File: config.mk
export PLATFORM = sky130hd
export DESIGN_NAME = seed_random_3_ctrl_path
export DESIGN_NICKNAME = d
export VERILOG_FILES = /design/src/rtl/seed_random_3_pkg.sv /design/src/rtl/seed_random_3_edge_det.sv /design/src/rtl/seed_random_3_ctrl_path.sv
export SDC_FILE = /design/constraint.sdc
export NUM_CORES = 1
export LEC_CHECK = 0
export ABC_CLOCK_PERIOD_IN_PS = 2300
export BUFFER_PORTS_ARGS = -buffer_cell sky130_fd_sc_hd__buf_2
export CAP_MARGIN = 0
export CORE_MARGIN = 8
export CORE_UTILIZATION = 53
export DETAILED_ROUTE_END_ITERATION = 7
export GPL_ROUTABILITY_DRIVEN = 1
export GPL_TIMING_DRIVEN = 0
export PLACE_DENSITY = 0.75
export SYNTH_ARGS = -nofsm -noshare
export SYNTH_HDL_FRONTEND = slang
export SYNTH_SLANG_ARGS = --single-unit
File: constraint.sdc
create_clock -name clk_cp_i -period 2.3 [get_ports clk_cp_i]
set_clock_uncertainty 0.05 [all_clocks]
set_input_delay 0.575 -clock clk_cp_i [delete_from_list [all_inputs] [get_ports clk_cp_i]]
set_output_delay 0.575 -clock clk_cp_i [all_outputs]
set_load 0.005 [all_outputs]
File: src/rtl/seed_random_3_pkg.sv
// Shared definitions for the seed_random_3 control path: FSM states,
// default parameter values and the SEND length counter width.
package seed_random_3_pkg;

    // FSM state; the encoding is visible on state_o (0 = IDLE, 1 = SEND)
    typedef enum logic {
        IDLE = 1'b0,
        SEND = 1'b1
    } state_e;

    localparam int unsigned SEND_LEN_DEF = 1;
    localparam int unsigned CNT_W_DEF    = 8;

    // SEND_LEN is at most 255, so an 8-bit down-counter holds SEND_LEN-1
    localparam int unsigned LEN_W = 8;

    // Counter preload for a SEND phase lasting send_len cycles
    function automatic logic [LEN_W-1:0] len_load(input int unsigned send_len);
        return LEN_W'(send_len - 1);
    endfunction

endpackage

File: src/rtl/seed_random_3_edge_det.sv
// Request edge detector for the seed_random_3 control path.
// Optional macro SEED_RANDOM_REQ_SYNC_EN inserts a 2-flop synchronizer
// ahead of the detector, adding two cycles of latency.
module seed_random_3_edge_det (
    input  logic clk_i,
    input  logic rst_i,
    input  logic req_i,
    output logic rise_o
);

    logic req_src;
    logic req_prev_q;
    logic rise_q;

`ifdef SEED_RANDOM_REQ_SYNC_EN
    logic [1:0] sync_q;

    // Two-stage synchronizer for the asynchronous request level
    always_ff @(posedge clk_i or posedge rst_i) begin
        if (rst_i) begin
            sync_q <= 2'b00;
        end else begin
            sync_q <= {sync_q[0], req_i};
        end
    end

    assign req_src = sync_q[1];
`else
    assign req_src = req_i;
`endif

    // Registered rising-edge detect; prev clears on reset so a level held
    // high across reset release is seen as a fresh request
    always_ff @(posedge clk_i or posedge rst_i) begin
        if (rst_i) begin
            req_prev_q <= 1'b0;
            rise_q     <= 1'b0;
        end else begin
            req_prev_q <= req_src;
            rise_q     <= req_src & ~req_prev_q;
        end
    end

    assign rise_o = rise_q;

endmodule

File: src/rtl/seed_random_3_ctrl_path.sv
// Control-path FSM for the seed_random_3 card-draw unit: turns a request
// rising edge into a SEND phase of SEND_LEN cycles, strobes its first
// cycle and counts accepted requests. Edges seen during SEND are dropped.
// Optional macro SEED_RANDOM_REQ_SYNC_EN (see seed_random_3_edge_det).
module seed_random_3_ctrl_path
    import seed_random_3_pkg::*;
#(
    parameter int unsigned SEND_LEN = SEND_LEN_DEF,
    parameter int unsigned CNT_W    = CNT_W_DEF
) (
    input  logic             clk_cp_i,
    input  logic             rst_cp_i,
    input  logic             req_card_state_cp,
    output logic             state_o,
    output logic             send_stb_o,
    output logic [CNT_W-1:0] req_cnt_o
);

    localparam logic [LEN_W-1:0] LEN_PRELOAD = len_load(SEND_LEN);

    state_e             state_q;
    logic [LEN_W-1:0]   len_q;
    logic [CNT_W-1:0]   cnt_q;
    logic               stb_q;
    logic               req_rise;

    seed_random_3_edge_det u_edge_det (
        .clk_i  (clk_cp_i),
        .rst_i  (rst_cp_i),
        .req_i  (req_card_state_cp),
        .rise_o (req_rise)
    );

    // FSM with length counter, request counter and first-cycle strobe
    always_ff @(posedge clk_cp_i or posedge rst_cp_i) begin
        if (rst_cp_i) begin
            state_q <= IDLE;
            len_q   <= '0;
            cnt_q   <= '0;
            stb_q   <= 1'b0;
        end else begin
            stb_q <= 1'b0;
            case (state_q)
                IDLE: begin
                    if (req_rise) begin
                        state_q <= SEND;
                        len_q   <= LEN_PRELOAD;
                        cnt_q   <= cnt_q + CNT_W'(1);
                        stb_q   <= 1'b1;
                    end
                end
                SEND: begin
                    if (len_q == '0) begin
                        state_q <= IDLE;
                    end else begin
                        len_q <= len_q - LEN_W'(1);
                    end
                end
                default: state_q <= IDLE;
            endcase
        end
    end

    assign state_o    = logic'(state_q);
    assign send_stb_o = stb_q;
    assign req_cnt_o  = cnt_q;

endmodule

==> results by group, run 1 <==
Detailed routing
  • Vias: 641
  • DRT met1 WL: approximately 800 um
  • Highest routed layer: met4
  • Via density: between 5 and 6
  • TritonRoute pass-1 iters: 4
  • Met3 WL: 77 um
  • DR iter-0 viols: 16
  • WL per Instance: 15.58 um
  • Routed wl met2: ~800 um
  • Total Wirelength: 1714 um
  • Antenna-violating nets left: 0
  • Drt drc: 0

Timing
  • Max-slew headroom: between 50% and 60%
  • Max Freq: 0.5630 GHz
  • Post-route clock period utilization: a little under 80%
  • Tmin final: around 1.8 ns
  • Setup tns final: 0 ns
  • Final setup violation count: 0
  • Slew @ Worst Pin: between 0.7 and 0.8 ns
  • RSZ-0062 raised after global routing: false
  • Max Transition Viols Final: 0
  • Hold Vio Cnt, Final: 0

Floorplanning
  • Die area: between 0.003 and 0.004 mm2
  • Core Box Area: about 0.0017 mm2
  • Die Y: ~57 um
  • Initial Util: between 50 and 60%
  • Chip width: about 57 um
  • # rows: 15
  • Ports: 13

Cells and area
  • Commonest non-fill, non-tap cell in the layout: dfrtp_1
  • FILL cells: 135
  • Ant diodes: 0
  • Most frequent cells in the layout: 20 x dfrtp_1, 12 x buf_2, 7 x xnor2_1, 6 x nand2_1
  • Final Core Density: around three fifths
  • Area delta synth->final: 13.20%
  • Ratio of cells with drive above 1 in the final layout: between 20% and 30%
  • Nets: 100

Clock tree
  • CTS H-tree depth: 1
  • Worst-case clock buffer depth: 2
  • CTS root buffer: clkbuf_4
  • Clk_lat worst skew: 0.31 ns
  • Inserted Clock Buffers: 3
  • Hold-fix buffers, CTS: 0
  • TritonCTS Sinks: 20
  • TritonCTS clock tree: yes
  • Clock slew at reported path FFs: between 0.1 and 0.15 ns
  • Post-CTS sizing: 0
  • Post-CTS Setup Bufs: 0

Synthesis
  • Yosys Warn Count: 0
  • Synthesized Nets: 83
  • Synth cell types: 29
  • Synthesized flop and latch total: 20
  • Mapped cell area: 890.9 um2
  • Avg Cell Area, Syn: roughly 12 um2
  • Seq/Total Area, Yosys: ~56%
  • Synthesized instance count: just under 80

Setup path
  • Worst R2R Path Depth: 3
  • Setup CP Type: flip-flop to flip-flop
  • Worst EP required: 2.50 ns
  • CP Launch Type: flip-flop
  • Start of the worst register-to-register path: len_q[2]
  • Crit end category: flip-flop
  • Crit Path Max Fanout: 8
  • RR Endpoint: len_q[5]
  • R2R Setup Slk: about 0.52 ns
  • Worst EP arrival: 1.97 ns

Placement
  • GPL Wtd Cong: about 0.75
  • # port buffers: 12
  • HPWL Detailed: ~1200 um

Pwr
  • Peak supply drop: 0.6555 mV
  • P_leak: ~0.00049 uW
  • Cell Pwr Density: between 800 and 900 mW/mm2

GRT
  • Largest net degree at the start of global routing: 21
  • GRT Util Overall: approximately a tenth
  • Antenna violations before repair: 0
  • GRT overflow: 0
  • Vias in the first global route: approximately 610
  • First-pass GRT wire length: around 2700 um

Min path
  • Min-Delay Path Class: primary input to async pin

Flow run
  • Max-Cap Viols: 0

Run status
  • Status: finished clean
-- critical path, stage by stage, from the launching register on --
cell and delay, ns:
dfrtp_1 0.47, or3_2 0.53, or4_1 0.52, a21oi_1 0.14
-- synth_stat cells (all sizes together) --
master,number,area [um2]
inv,4,15.01
nand4,4,25.02
o31ai,3,22.52
o22ai,1,6.260
nand2b,1,6.260
dfrtp,20,500.5
a21oi,1,5.000
mux2i,1,10.01
o311ai,2,17.52
nand3,1,5.000
and4b,1,10.01
o41ai,2,17.52
nor2b,2,12.51
or3,2,13.77
and3,1,6.260
nand2,6,22.52
o21ai,2,10.01
xnor2,7,61.31
or4,2,18.77
a31oi,1,6.260
nor2,3,11.26
clkbuf,1,3.750
or3b,2,17.52
nor3b,1,7.510
ha,3,37.54
nor4,1,6.260
o211ai,2,15.01
-- final cells by class --
| cell class | instances | area (um2) | area share [%] |
|---|---|---|---|
| clock buffer | 4 | 36.28 | 3.598 |
| sequential | 20 | 500.5 | 49.63 |
| buffer | 1 | 3.754 | 0.3722 |
| inverter | 4 | 15.01 | 1.489 |
| tap | 17 | 21.27 | 2.109 |
| timing repair buffer | 12 | 60.06 | 5.955 |
| multi-input combinational | 52 | 371.6 | 36.85 |
-- worst max-delay path by stage --
stage                   from       end  depth (start not counted)
floorplan           len_q[2]  len_q[5]                          3
global placement    len_q[2]  len_q[5]                          3
detailed placement  len_q[2]  len_q[5]                          3
CTS                 len_q[2]  len_q[5]                          3
global route        len_q[2]  len_q[7]                          3
finish              len_q[2]  len_q[5]                          3
-- layer usage --
metal | track usage, % | up-vias
li1 | - | 318
met1 | 12.75 | 306
met2 | 16.59 | 12
met3 | 2.882 | 5
met4 | 6.040 | 0
met5 | 0 | -
-- stage by stage --
stage / power, uW / hold slack (ns) / cells / instance area, um2 / setup WS, ns
6_report: 903.9 / 0.3206 / 110 / 1008 / 0.5237
5_1_grt: 950.5 / 0.3188 / 110 / 1008 / 0.4082
4_1_cts: 908.9 / 0.3250 / 110 / 1008 / 0.5223
3_5_place_dp: 698.7 / 0.3410 / 106 / 972.2 / 0.5608
3_3_place_gp: 686.3 / 0.3340 / 106 / 972.2 / 0.5791
2_1_floorplan: 595.0 / 0.3277 / 77 / 890.9 / 0.6507
-- kinds of logic after synthesis --
kind of cell / synth area share [%]
compound gates: 11.24
xor+xnor: 6.882
fa+ha+maj: 4.214
buf+inv: 2.106
flops: 56.18
mux: 1.124
simple gates: 18.26
-- report_power, final --
group	internal, uW	total [uW]	switching [uW]
clock network	96.7	209	113
registers	407	482	75.1
logic	99.0	213	114
-- registers in the layout, summed over array words and instances (netlist names) --
register,cells
send_stb_o,1
req_cnt_o,8
u_edge_det.rise_o,1
u_edge_det.req_prev_q,1
state_o,1
len_q,8
(Power assumes the default switching activity.)
==> run 2: changes to the inputs <==
Settings changed: ABC_AREA set to 1, ABC_CLOCK_PERIOD_IN_PS 2300 to 1600, CORE_UTILIZATION 53 to 50, PLACE_DENSITY 0.75 to 0.73.
Clock period 2.3 ns to 1.6 ns, I/O delays scaled along.
==> results by group, run 2 <==
Detailed routing
  • DR iter-0 viols: 12
  • DRT met1 WL: 828 um
  • Vias: between 700 and 800
  • Met3 WL: 91 um
  • Highest routed layer: met4
  • Routed wl met2: a little over 800 um
  • WL per Instance: approximately 11 um
  • Antenna-violating nets left: 0
  • Drt drc: 0
  • TritonRoute pass-1 iters: 4
  • Total Wirelength: between 1500 and 2000 um
  • Via density: ~4.7

Setup path
  • Critical path's top delay family: flip-flops
  • CP Launch Type: flip-flop
  • Worst Path Buf+Inv: 1
  • Crit path largest cell delay: 0.39 ns
  • RR Endpoint: len_q[4]
  • Crit path top cell by count: nand2_1
  • R2R Setup Slk: ~0.13 ns
  • Worst EP arrival: 1.63 ns
  • Start of the worst register-to-register path: len_q[0]
  • Worst R2R Path Depth: 7
  • CP max-delay cell: dfrtp_1
  • Number of cells on the critical path: 7
  • Crit Path Max Fanout: 7
  • CP Cell Sequence: inv_1, ha_1, nand2_1, o21ai_2, nand2_4, nand2_1, nand2_1
  • Worst EP required: between 1.5 and 2 ns
  • Crit end category: flip-flop
  • Setup CP Type: flip-flop to flip-flop

Timing
  • Post-route clock period utilization: about nine tenths
  • Max-slew headroom: around 50%
  • Hold Vio Cnt, Final: 0
  • Setup tns final: 0 ns
  • Max Transition Viols Final: 0
  • Final setup violation count: 0
  • Max Freq: around 0.7 GHz
  • RSZ-0062 raised after global routing: false
  • Tmin final: 1.470 ns
  • Slew @ Worst Pin: 0.7308 ns

Pwr
  • P_leak: between 0.0006 and 0.0007 uW
  • Peak supply drop: ~1.1 mV
  • Cell Pwr Density: approximately 1800 mW/mm2

Min path
  • Min-Delay Path Class: primary input to async pin

Floorplanning
  • Core Box Area: slightly below 0.002 mm2
  • Die Y: a little over 60 um
  • Ports: 13
  • Chip width: approximately 61 um
  • Die area: 0.003723 mm2
  • Initial Util: 52.19%
  • # rows: 16

Cells and area
  • Ant diodes: 0
  • Ratio of cells with drive above 1 in the final layout: around 23%
  • Final Cell Area: roughly 0.0012 mm2
  • Nets: around 140
  • FILL cells: 179
  • Most frequent cells in the layout: 26 x nand2_1, 20 x dfrtp_1, 19 x inv_1, 12 x buf_2, 10 x nor2_1
  • Area delta synth->final: 14.44%
  • Commonest non-fill, non-tap cell in the layout: nand2_1

Clock tree
  • Worst-case clock buffer depth: 2
  • CTS root buffer: clkbuf_4
  • Inserted Clock Buffers: 3
  • Post-CTS Setup Bufs: 0
  • CTS H-tree depth: 1
  • TritonCTS Sinks: 20
  • Clock slew at reported path FFs: 0.12 ns
  • Post-CTS sizing: 0
  • TritonCTS clock tree: yes
  • Clk_lat worst skew: 0.30 ns
  • Hold-fix buffers, CTS: 0

Synthesis
  • Synthesized instance count: 112
  • Post-synth top area cell: dfrtp_1
  • Mapped cell area: a little over 0.001 mm2
  • Yosys top cell area share: approximately half
  • Synth cell types: 21
  • Most area-consuming cells after synthesis: dfrtp_1 49%, nand2_1 9.6%, inv_1 7.0%, xor2_1 6.0%, ha_1 3.7%
  • Avg Cell Area, Syn: 9.049 um2
  • Yosys Warn Count: 0
  • Synthesized Nets: 118
  • Most used DFF post-synth: dfrtp_1
  • Synthesized flop and latch total: 20
  • Commonest cells in the netlist: 26 x nand2_1, 20 x dfrtp_1, 19 x inv_1
  • FFs w/ async S/R, synth: 100.0%
  • Number of synthesized flops with an enable pin: 0
  • Dominant cell by count in the synthesized netlist: nand2_1
  • Seq/Total Area, Yosys: 49.38%

Run status
  • Status: finished clean

GRT
  • GRT Util Overall: slightly above 10%
  • First-pass GRT wire length: slightly below 3000 um
  • Vias in the first global route: 698
  • Largest net degree at the start of global routing: 21
  • Antenna violations before repair: 0
  • GRT overflow: 0

Placement
  • HPWL Detailed: 1363 um
  • # port buffers: 12
  • GPL Wtd Cong: around 0.79
  • DP Area: between 0.001 and 0.0015 mm2

Flow run
  • Max-Cap Viols: 0
run 2: cell types whose count changed after synthesis, sizes merged, moves of 5 or more:
cell,delta
xnor2,-6
xor2,+7
inv,+15
nor2,+12
nand2,+22
nand3,+5
run 2: how the worst max path moves through the flow:
stage	slack (ns)	end	startpoint
global route	0.0005	len_q[7]	len_q[0]
detailed placement	0.16	len_q[4]	len_q[0]
global placement	0.16	len_q[4]	len_q[0]
finish	0.13	len_q[4]	len_q[0]
floorplan	0.29	len_q[4]	len_q[0]
CTS	0.14	len_q[4]	len_q[0]
run 2: cell families after synthesis:
kind of cell	after synthesis	share of synthesized area [%]
AO/OA/AOI/OAI	9	6.666
XOR/XNOR	8	6.914
adder cells (fa/ha/maj)	3	3.704
buffers and inverters	19	7.037
flip-flops	20	49.38
AND/OR/NAND/NOR	53	26.30
run 2: routing by layer:
layer	track usage, %	vias up
li1	-	377
met1	13.03	334
met2	16.72	19
met3	2.505	2
met4	3.987	0
met5	0	-
run 2: area by class of cell:
cell class | instances | area (um2) | share of cell area (%)
inverter | 19 | 71.32 | 6.149
tap | 27 | 33.78 | 2.913
multi-input combinational | 73 | 441.7 | 38.08
sequential | 20 | 500.5 | 43.15
clock inverter | 1 | 30.03 | 2.589
clock buffer | 3 | 22.52 | 1.942
timing repair buffer | 12 | 60.06 | 5.178
run 2: worst register-to-register path: stages (launching register included):
cell,delay [ns]
dfrtp_1,0.39
inv_1,0.16
ha_1,0.18
nand2_1,0.08
o21ai_2,0.26
nand2_4,0.13
nand2_1,0.09
nand2_1,0.04
run 2: metrics by stage:
| step | hold slack (ns) | total power (uW) | cells | util [%] | setup WS, ns |
|---|---|---|---|---|---|
| finish | 0.1488 | 2106 | 155 | 59.73 | 0.1301 |
| floorplan | 0.3138 | 1486 | 112 | - | 0.2925 |
| global placement | 0.3360 | 1675 | 151 | 57.02 | 0.1627 |
| detailed placement | 0.3467 | 1704 | 151 | 57.02 | 0.1600 |
| CTS | 0.1561 | 2117 | 155 | 59.73 | 0.1368 |
| global route | 0.1350 | 2273 | 155 | 59.73 | 0.0004502 |
run 2: power by group:
group	switching (uW)	internal, uW	leakage (uW)
Clock	159	253	0.0000279
Combinational	526	343	0.000325
Sequential	160	666	0.000257
Total	845	1260	0.000610
==> run 3: changes to the inputs <==
Settings changed: CELL_PAD_IN_SITES_DETAIL_PLACEMENT set to 0, CELL_PAD_IN_SITES_GLOBAL_PLACEMENT set to 1, CORE_UTILIZATION 50 to 38, PLACE_DENSITY 0.73 to not set, PLACE_DENSITY_LB_ADDON set to 0.1.
==> results by group, run 3 (synthesized netlist as in run 2, its figures left out) <==
Clock tree
  • Worst-case clock buffer depth: 2
  • TritonCTS Sinks: 20
  • CTS H-tree depth: 1
  • Clk_lat worst skew: between 0.2 and 0.3 ns
  • TritonCTS clock tree: yes
  • Clock slew at reported path FFs: about 0.11 ns
  • CTS root buffer: clkbuf_4
  • Inserted Clock Buffers: 3
  • Post-CTS Setup Bufs: 0

GRT
  • GRT overflow: 0
  • Vias in the first global route: approximately 680
  • GRT Util Overall: a little under a tenth
  • Antenna violations before repair: 0
  • Largest net degree at the start of global routing: 21
  • First-pass GRT wire length: between 3000 and 4000 um

Detailed routing
  • DR iter-0 viols: 48
  • DRT met1 WL: between 900 and 1000 um
  • Highest routed layer: met4
  • TritonRoute pass-1 iters: 4
  • Total Wirelength: about 1900 um
  • Routed wl met2: 819 um
  • WL per Instance: roughly 12 um
  • Via density: between 4 and 5
  • Vias: 702
  • Drt drc: 0
  • Met3 WL: roughly 44 um
  • Antenna-violating nets left: 0

Placement
  • HPWL Detailed: around 1400 um
  • GPL Wtd Cong: between 0.8 and 0.9
  • # port buffers: 12
  • Cells after DPL: 154
  • DP Area: approximately 0.0011 mm2
  • Dpl ws: roughly 0.15 ns

Setup path
  • Critical Path Source: state_o
  • CP max-delay cell: dfrtp_1
  • Setup CP Type: flip-flop to output pin
  • Worst EP arrival: a little over 1 ns
  • CP Cell Sequence: buf_2
  • Crit path largest cell delay: between 0.5 and 0.6 ns
  • Start of the worst register-to-register path: len_q[0]
  • Crit end category: output pin
  • Critical path's top delay family: flip-flops
  • Worst EP required: about 1.2 ns
  • Number of cells on the critical path: 1
  • R2R Setup Slk: about 0.16 ns
  • CP Launch Type: flip-flop
  • Crit path to: state_o
  • Crit Path Max Fanout: 5
  • RR Endpoint: len_q[4]
  • Worst Path Buf+Inv: 1
  • Worst R2R Path Depth: 7

Cells and area
  • Most frequent cells in the layout: 26 x nand2_1, 20 x dfrtp_1, 19 x inv_1, 12 x buf_2, 10 x nor2_1
  • Ant diodes: 0
  • Final Core Density: between 40% and 50%
  • Post-Layout Cell Count: about 160
  • Area of the multi-input gates: 449.2 um2
  • Ratio of cells with drive above 1 in the final layout: 22.05%
  • Register area: ~500 um2
  • Nets: 135
  • Area delta synth->final: 12.59%
  • Final Cell Area: around 0.0011 mm2
  • FILL cells: about 260
  • Commonest non-fill, non-tap cell in the layout: nand2_1

Floorplanning
  • # rows: 18
  • Chip width: 67.65 um
  • Die Y: between 60 and 70 um
  • Core Box Area: around 0.0025 mm2
  • Die area: between 0.004 and 0.005 mm2
  • Ports: 13
  • Initial Util: between 40 and 50%

Timing
  • Tmin final: between 1 and 1.5 ns
  • Max-slew headroom: roughly half
  • Post-route clock period utilization: between 90% and 100%
  • Fin worst setup slack: between 0.1 and 0.15 ns
  • Slew @ Worst Pin: 0.7648 ns
  • Max Transition Viols Final: 0
  • Max Freq: 0.6747 GHz
  • Hold Vio Cnt, Final: 0
  • Final setup violation count: 0
  • Setup tns final: 0 ns

Pwr
  • Clock power share: roughly an eighth
  • Switching Share: between 40% and 50%
  • P_leak: 0.0005970 uW
  • Peak supply drop: between 0.7 and 0.8 mV
  • Pint: 1102 uW
  • Cell Pwr Density: 1713 mW/mm2
  • Sequential Power Share: ~43%
  • Combinational share of power: a little under half
  • Switching pwr: 852.6 uW

Run status
  • Status: finished clean

Min path
  • Min-Delay Path Class: primary input to async pin

Flow run
  • Max-Cap Viols: 0
==> run 3: worst min-delay path by stage <==
stage	to	slack (ns)	cells after the start	startpoint
floorplan	len_q[0]	0.31	1	rst_cp_i
global placement	u_edge_det.rise_o	0.34	1	u_edge_det.req_prev_q
detailed placement	u_edge_det.rise_o	0.33	1	u_edge_det.req_prev_q
CTS	u_edge_det.req_prev_q	0.16	1	req_card_state_cp
global route	u_edge_det.req_prev_q	0.15	1	req_card_state_cp
finish	len_q[1]	0.17	2	rst_cp_i
==> run 3: per-stage QoR <==
stage               power [uW]  hold slack [ns]
floorplan                 1486           0.3138
global placement          1704           0.3375
detailed placement        1716           0.3303
CTS                       1955           0.1562
global route              2147           0.1477
finish                    1955           0.1677
==> run 3: what timing repair did <==
action / in CTS / in global routing
endpoints found under the setup margin: 0 / 3
hold endpoints to repair: 0 / 0
hold buffers: 0 / 0
resized for setup: 0 / 1
==> run 3: power by group through the flow <==
stage / Sequential (uW) / Combinational (uW) / Clock [uW]
6_report: 834 / 886 / 234
3_5_place_dp: 843 / 873 / 0
3_3_place_gp: 837 / 867 / 0
2_1_floorplan: 812 / 674 / 0
4_1_cts: 832 / 878 / 245
5_1_grt: 857 / 1020 / 265
==> run 3: metal layers <==
layer	track usage (%)	vias up
met1	12.57	316
met3	2.483	2
met2	12.66	7
met4	3.916	0
li1	-	377
met5	0	-
==> run 3: cell type report <==
type                    instances  area share (%)
clock buffers                   3           1.974
inverters                      19           6.250
multi-input cells              73           39.36
flip-flops and latches         20           43.86
well taps                      30           3.289
repair buffers                 12           5.263
